[config.mk]
export PLATFORM = sky130hd
export DESIGN_NAME = imm_gen_pipe_flat
export DESIGN_NICKNAME = d
export VERILOG_FILES = /design/src/rtl/imm_gen_if.sv /design/src/rtl/imm_gen_pipe.sv /design/src/flat_wrapper.sv
export SDC_FILE = /design/constraint.sdc
export NUM_CORES = 1
export LEC_CHECK = 0
export CAP_MARGIN = 20
export CORE_MARGIN = 5
export CORE_UTILIZATION = 41
export CTS_CLUSTER_DIAMETER = 120
export DETAILED_ROUTE_END_ITERATION = 8
export DONT_BUFFER_PORTS = 1
export HOLD_SLACK_MARGIN = 0.15
export SYNTH_ARGS = -nofsm -noshare
export SYNTH_HDL_FRONTEND = slang
export SYNTH_SLANG_ARGS = --single-unit
[constraint.sdc]
create_clock -name clk -period 5.26 [get_ports clk]
set_clock_uncertainty 0.05 [all_clocks]
set_input_delay 1.052 -clock clk [delete_from_list [all_inputs] [get_ports clk]]
set_output_delay 1.052 -clock clk [all_outputs]
set_load 0.01 [all_outputs]
[src/rtl/imm_gen_if.sv]
// Handshake bundle between fetch, the immediate generator and execute.
interface imm_gen_if #(
    parameter int REG_WIDTH = 64
);
    logic                 in_valid;
    logic                 in_ready;
    logic [31:0]          instruction;
    logic                 out_valid;
    logic                 out_ready;
    logic [REG_WIDTH-1:0] imm;
    logic [2:0]           fmt;
    logic [31:0]          instr_out;

    modport master (
        output in_valid, instruction, out_ready,
        input  in_ready, out_valid, imm, fmt, instr_out
    );

    modport slave (
        input  in_valid, instruction, out_ready,
        output in_ready, out_valid, imm, fmt, instr_out
    );
endinterface

[src/rtl/imm_gen_pipe.sv]
// Decode-stage immediate generator: combinational RV32I/RV64I immediate
// decode feeding a 2-entry (main + skid) valid/ready buffer with flush.
module imm_gen_pipe #(
    parameter int REG_WIDTH = 64
) (
    input  logic      clk,
    input  logic      rst,
    input  logic      flush,
    imm_gen_if.slave  bus
);
    if (REG_WIDTH != 32 && REG_WIDTH != 64) begin : g_bad_width
        $error("imm_gen_pipe: REG_WIDTH must be 32 or 64");
    end

    localparam bit IS64 = (REG_WIDTH == 64);

    localparam logic [2:0] F_NONE = 3'd0;
    localparam logic [2:0] F_I    = 3'd1;
    localparam logic [2:0] F_S    = 3'd2;
    localparam logic [2:0] F_B    = 3'd3;
    localparam logic [2:0] F_U    = 3'd4;
    localparam logic [2:0] F_J    = 3'd5;
    localparam logic [2:0] F_Z    = 3'd6;
    localparam logic [2:0] F_SH   = 3'd7;

    typedef struct packed {
        logic [REG_WIDTH-1:0] imm;
        logic [2:0]           fmt;
        logic [31:0]          instr;
    } entry_t;

    logic [31:0] ins;
    logic [6:0]  op;
    logic [2:0]  f3;
    logic        is_shift;
    entry_t      dec;
    entry_t      main_q;
    entry_t      skid_q;
    logic        main_vld;
    logic        skid_vld;
    logic        accept;
    logic        advance;

    assign ins      = bus.instruction;
    assign op       = ins[6:0];
    assign f3       = ins[14:12];
    assign is_shift = (f3 == 3'b001) || (f3 == 3'b101);

    // Immediate decode; unknown opcodes still flow with imm 0 / fmt NONE
    always_comb begin
        dec.imm   = '0;
        dec.fmt   = F_NONE;
        dec.instr = ins;
        case (op)
            7'b0000011, 7'b1100111: begin
                dec.imm = REG_WIDTH'($signed(ins[31:20]));
                dec.fmt = F_I;
            end
            7'b0010011: begin
                if (is_shift) begin
                    // funct6/funct7 (e.g. the srai bit) must not leak into shamt
                    dec.imm = IS64 ? REG_WIDTH'(ins[25:20]) : REG_WIDTH'(ins[24:20]);
                    dec.fmt = F_SH;
                end else begin
                    dec.imm = REG_WIDTH'($signed(ins[31:20]));
                    dec.fmt = F_I;
                end
            end
            7'b0011011: begin
                // OP-IMM-32 only exists on RV64
                if (IS64) begin
                    if (is_shift) begin
                        dec.imm = REG_WIDTH'(ins[24:20]);
                        dec.fmt = F_SH;
                    end else begin
                        dec.imm = REG_WIDTH'($signed(ins[31:20]));
                        dec.fmt = F_I;
                    end
                end
            end
            7'b0100011: begin
                dec.imm = REG_WIDTH'($signed({ins[31:25], ins[11:7]}));
                dec.fmt = F_S;
            end
            7'b1100011: begin
                dec.imm = REG_WIDTH'($signed({ins[31], ins[7], ins[30:25], ins[11:8], 1'b0}));
                dec.fmt = F_B;
            end
            7'b1101111: begin
                dec.imm = REG_WIDTH'($signed({ins[31], ins[19:12], ins[20], ins[30:21], 1'b0}));
                dec.fmt = F_J;
            end
            7'b0110111, 7'b0010111: begin
                dec.imm = REG_WIDTH'($signed({ins[31:12], 12'b0}));
                dec.fmt = F_U;
            end
            7'b1110011: begin
                if (f3[2]) begin
                    dec.imm = REG_WIDTH'(ins[19:15]);
                    dec.fmt = F_Z;
                end
            end
            default: ;
        endcase
    end

    // in_ready comes straight from the skid flag, so out_ready never
    // reaches it combinationally
    assign accept  = bus.in_valid && !skid_vld && !flush;
    assign advance = !main_vld || bus.out_ready;

    // Main/skid buffer; data fields only load alongside a valid entry
    always_ff @(posedge clk or posedge rst) begin
        if (rst) begin
            main_q   <= '0;
            skid_q   <= '0;
            main_vld <= 1'b0;
            skid_vld <= 1'b0;
        end else if (flush) begin
            main_vld <= 1'b0;
            skid_vld <= 1'b0;
        end else if (advance) begin
            if (skid_vld) begin
                main_q   <= skid_q;
                main_vld <= 1'b1;
                skid_vld <= 1'b0;
            end else begin
                main_vld <= accept;
                if (accept) main_q <= dec;
            end
        end else if (accept) begin
            skid_q   <= dec;
            skid_vld <= 1'b1;
        end
    end

    assign bus.in_ready  = !skid_vld;
    assign bus.out_valid = main_vld;
    assign bus.imm       = main_q.imm;
    assign bus.fmt       = main_q.fmt;
    assign bus.instr_out = main_q.instr;
endmodule

[src/flat_wrapper.sv]
// flat-port wrapper written by rule: the top's interface ports become plain ports
module imm_gen_pipe_flat 
#(
    parameter int REG_WIDTH = 64
)
  (clk, rst, flush, bus_in_valid, bus_instruction, bus_out_ready, bus_in_ready, bus_out_valid, bus_imm, bus_fmt, bus_instr_out);
  imm_gen_if #(.REG_WIDTH(REG_WIDTH)) bus_i ();
  input  logic clk;
  input  logic rst;
  input  logic flush;
  input wire logic [$bits(bus_i.in_valid)-1:0] bus_in_valid;
  input wire logic [$bits(bus_i.instruction)-1:0] bus_instruction;
  input wire logic [$bits(bus_i.out_ready)-1:0] bus_out_ready;
  output wire logic [$bits(bus_i.in_ready)-1:0] bus_in_ready;
  output wire logic [$bits(bus_i.out_valid)-1:0] bus_out_valid;
  output wire logic [$bits(bus_i.imm)-1:0] bus_imm;
  output wire logic [$bits(bus_i.fmt)-1:0] bus_fmt;
  output wire logic [$bits(bus_i.instr_out)-1:0] bus_instr_out;
  assign bus_i.in_valid = bus_in_valid;
  assign bus_i.instruction = bus_instruction;
  assign bus_i.out_ready = bus_out_ready;
  assign bus_in_ready = bus_i.in_ready;
  assign bus_out_valid = bus_i.out_valid;
  assign bus_imm = bus_i.imm;
  assign bus_fmt = bus_i.fmt;
  assign bus_instr_out = bus_i.instr_out;
  imm_gen_pipe #(.REG_WIDTH(REG_WIDTH)) u_core (.clk(clk), .rst(rst), .flush(flush), .bus(bus_i));
endmodule
==> Yosys cells after proc, flatten, opt, wreduce, memory -nomap -nowiden <==
Cells that the tools add are included.
Widths: inputs -> output; s select.
{ "totals": {"regBits": 200, "inputBits": 37, "elab_cells": 48} }
{ "classes": {"n_eq_ne": 12, "n_mux": 12, "bitwise_logic": 2, "n_reduce_logical": 14} }
{ "ops": {"columns": ["op", "count"], "rows": [
  ["$pmux 67 s8", 1],
  ["$mux 99", 2],
  ["$mux 67", 2],
  ["$eq 7x7->1 const B", 4],
  ["$eq 7x5->1 const B", 3],
  ["$eq 7x6->1 const B", 2],
  ["$mux 8", 1],
  ["$eq 7x2->1 const B", 1],
  ["$mux 1", 6],
  ["$reduce_and 3->1", 2],
  ["$reduce_bool 2->1", 2],
  ["$reduce_or 2->1", 2],
  ["$eq 3x1->1 const B", 1],
  ["$eq 3x3->1 const B", 1],
  ["$logic_not 1->1", 3],
  ["$reduce_bool 3->1", 1],
  ["$logic_and 1x1->1", 2],
  ["$logic_or 1x1->1", 2],
  ["$not 1->1", 2]
]} }

==> Logic depth before layout (Yosys ltp) <==
{ "logic_depth": {"word_depth": 6, "depth_mapped": 8, "ltp_nobuf": 5} }

==> Worst setup path after synthesis <==
No wires, ideal clock.
{ "synth_timing": {"path_kind": "input to register", "from": "input port bus_instruction[5]", "to": "register u_core.skid_q[39] (netlist bit)", "setup_time_ps": 136, "arrival_time_ps": 2197, "required_ps": 5074, "slack_ps": 2877, "stages": 6, "cell_sequence": "buf_4 -> and4b_1 -> and3_1 -> a31o_2 -> a222oi_1 -> o21ai_0"} }
{ "synth_between": {"elab_chain_cells": 3, "word_cells_on_any_way": 13} }
{ "synth_rtl": {"columns": ["element", "line_no", "source"], "rows": [
  ["start, declared", "flat_wrapper.sv:12", "input wire logic [$bits(bus_i.instruction)-1:0] bus_instruction;"],
  ["$eq 7x6->1 (tied with other cells)", "imm_gen_pipe.sv:54", "case (op)"],
  ["$reduce_or 2->1", "imm_gen_pipe.sv:54", null],
  ["$pmux 67 s8 *", "imm_gen_pipe.sv:54", null],
  ["end signal, assigned", "imm_gen_pipe.sv:116", "skid_q <= '0;"],
  ["end signal, assigned", "imm_gen_pipe.sv:132", "skid_q <= dec;"],
  ["end, declared", "imm_gen_pipe.sv:38", "entry_t skid_q;"]
]} }
Every way passes the cells marked *; elsewhere a longest branch is shown, timed or not.
A chain may end at the register's enable or synchronous reset.

==> Worst setup path in the final report <==
{ "layout_timing": {"from": "register u_core.skid_vld", "to": "output port bus_in_ready"} }
{ "layout_between": {"elab_chain_cells": 1} }
{ "layout_rtl": {"columns": ["element", "line_no", "source"], "rows": [
  ["start, declared", "imm_gen_pipe.sv:40", "logic skid_vld;"],
  ["start signal, assigned", "imm_gen_pipe.sv:118", "skid_vld <= 1'b0;"],
  ["start signal, assigned", "imm_gen_pipe.sv:121", "skid_vld <= 1'b0;"],
  ["start signal, assigned", "imm_gen_pipe.sv:126", "skid_vld <= 1'b0;"],
  ["$logic_not 1->1", "imm_gen_pipe.sv:137", "assign bus.in_ready = !skid_vld;"],
  ["end, declared", "flat_wrapper.sv:14", "output wire logic [$bits(bus_i.in_ready)-1:0] bus_in_ready;"]
]} }
Every way passes these cells.

==> metrics.csv <==
metric,value,unit
cts.sinks,136,
grt.overflow.total,0,
setup-tns-final,0,ns
ff2ff_setup_slack,2.21,ns
end_kind,output port,
ant_nets,0,
ctsHoldBuffers,0,
reg2reg_from,u_core.skid_vld,
p_sw_share,26.8,%
path_buf_inv,1,
yosys_warnings,0,
combPwrFrac,9.0,%
outcome,"complete, no violations",
grt_busiest_layer,met2,
via_count,4840,
worstMarginPinSlew,0.997,ns
setup_slack,2.13,ns
setup_viol,0,
htreeDepth,4,
die_w,136,µm
diodes,0,
synth_compound_area_share,14.8,%
synth.distinct_cells,50,
cp-endpoint,bus_in_ready,
post_cts_resized,0,
p_seq_share,48.8,%
insertion_delay,0.42,ns
cp_cell_sequence,inv_1,
cts_tree,built,
area_growth,7.17,%
synthAdderAreaFrac,0,%
yosysMostFrequentCell,nand2_1,
worst_r2r_path_depth,6,
rows,46,
synth_top_family_by_area,simple AND/OR/NAND/NOR gates,
track_usage,18.8,%
crit_fanout,42,
maxSlewHeadroom,33.6,%
power_density,408,nW/µm²
synth-xor-area-share,0,%
die_h,136,µm
fin_crit_sh,59.4,%
yosysTopAreaCell,dfrtp_1,
met2_usage,29.2,%
drtPass1Iterations,5,
grt_pass1_vias,4779,
grt_first_pass_wirelength,26800,µm
finalNonFillerCells,877,
grt.met1_usage,24.1,%
synth.area.mux_share,4.94,%
power.share.clock,42.2,%
synth_commonest_cells,"nand2_1 (182), dfrtp_1 (136), o21ai_0 (63), nor2_1 (45), buf_4 (35)",
antenna_found_initial,0,
synthTopCellsByArea,"dfrtp_1 (52%), nand2_1 (10%), o21ai_0 (4.8%)",
hp-class,reg -> reg,
arrival,2.02,ns
dp_slack,2.21,ns
initial_core_util,41.4,%
clk_pin_slew,0.06,ns
place_inst,844,
cellLeakagePower,3.00,nW
met3_usage,8.55,%
drt_iter0_markers,494,
utilization,44.4,%
syn-num-nets,743,
place_congestion,0.870,
rsz0062_at_grt,no,
vias_per_cell,5.52,
reg2reg_to,u_core.bus.imm[16],
postRouteWirelength,16900,µm
netlist_area,6510,µm²
cp.depth,1,
startpoint,u_core.skid_vld,
clk_path_buf_depth,2,
final-hold-violation-count,0,
cp_top_family,flip-flops,
maxCapViolCount,0,
synthFlopType,dfrtp_1,
power.switching,0.000761,W
yosysTopAreaCellShare,52.3,%
cts_setup_buffers,0,
ys_seq_elements,136,
synth_async_sr_flop_share,100,%
irDropWorstVdd,232,µV
ios,138,
post-route-drc-count,0,
wl_per_cell,19.2,µm
max_stage_delay,0.93,ns
start_kind,register,
internal_power,0.00208,W
drive_gt1_share,8.93,%
synth-simple-area-share,20.5,%
cts-root-buf,clkbuf_16,
slew_violations,0,
required,4.16,ns
io_buffers,0,
layout_min_cycle_time,3.13,ns
avgSynthCellArea,9.22,µm²
fin_nets,685,
crit_type,reg -> out,
post-dp-hpwl,11100,µm
cts_buffers,17,
die_area,18500,µm²
holdWs,0.418,ns
synth_edf_count,0,
fmax,0.320,GHz
crit_slowest_cell,dfrtp_2,
grt_max_degree,102,
coreArea,15700,µm²
yosysSeqAreaShare,52.3,%
syn_inst,706,
-- worst min-delay path by stage --
stage                       from                 to  slack [ns]  cells after the start
6_report       u_core.skid_q[39]  u_core.skid_q[39]        0.42                      2
2_1_floorplan  u_core.skid_q[32]  u_core.skid_q[32]        0.39                      2
5_1_grt         u_core.skid_q[5]   u_core.skid_q[5]        0.44                      2
3_5_place_dp   u_core.skid_q[20]  u_core.skid_q[20]        0.41                      2
4_1_cts        u_core.skid_q[32]  u_core.skid_q[32]        0.42                      2
3_3_place_gp   u_core.skid_q[36]  u_core.skid_q[36]        0.40                      2
-- layout by cell type (no fill, tap or decap), drive strengths merged, types with 8 or more instances in the layout --
cell type and instances:
and3 11, a31oi 21, a211oi 8, a21oi 32
clkbuf 23, mux2i 31, nor3 13, dfrtp 136
o21ai 71, nor3b 12, o31ai 11, nand2 183
nor2 45
-- state kept, by name, indices dropped and copies added (netlist names) --
name	flops
u_core.skid_q	67
u_core.skid_vld	1
u_core.bus.fmt	3
u_core.bus.imm	32
u_core.bus.out_valid	1
u_core.bus.instr_out	32
-- power groups by stage --
| stage | Combinational (W) | Sequential, W | Clock [W] |
|---|---|---|---|
| 6_report | 0.000257 | 0.00139 | 0.00120 |
| 5_1_grt | 0.000297 | 0.00142 | 0.00127 |
| 4_1_cts | 0.000259 | 0.00139 | 0.00122 |
| 3_5_place_dp | 0.000259 | 0.00141 | 0 |
| 3_3_place_gp | 0.000247 | 0.00140 | 0 |
| 2_1_floorplan | 0.000302 | 0.00134 | 0 |
-- through the flow --
stage / instance area (µm²) / total power (W)
after floorplan: 6510 / 0.00164
after global placement: 6370 / 0.00165
after detailed placement: 6370 / 0.00167
after CTS: 6960 / 0.00287
after global routing: 6980 / 0.00299
final: 6980 / 0.00285
-- cells by family (layout without fill, tap and decap cells) --
kind of cell	after synthesis	in the layout
buffers and inverters	86	41
multiplexers	32	32
AO/OA/AOI/OAI	158	158
flip-flops	136	136
AND/OR/NAND/NOR	294	294
-- final cells by class --
cell class | instances | area (µm²)
clock inverter | 9 | 123
fill | 1510 | 8730
tap | 216 | 270
multi-input combinational | 484 | 2640
sequential | 136 | 3410
timing repair buffer | 6 | 57.6
clock buffer | 23 | 468
inverter | 3 | 16.3
-- metal layers --
layer | share of wire, % | vias up
met1 | 43 | 2369
met4 | 0.88 | 0
met2 | 46 | 179
met3 | 10 | 17
met5 | 0 | -
li1 | - | 2275
Power figures use the tool's default switching activity.
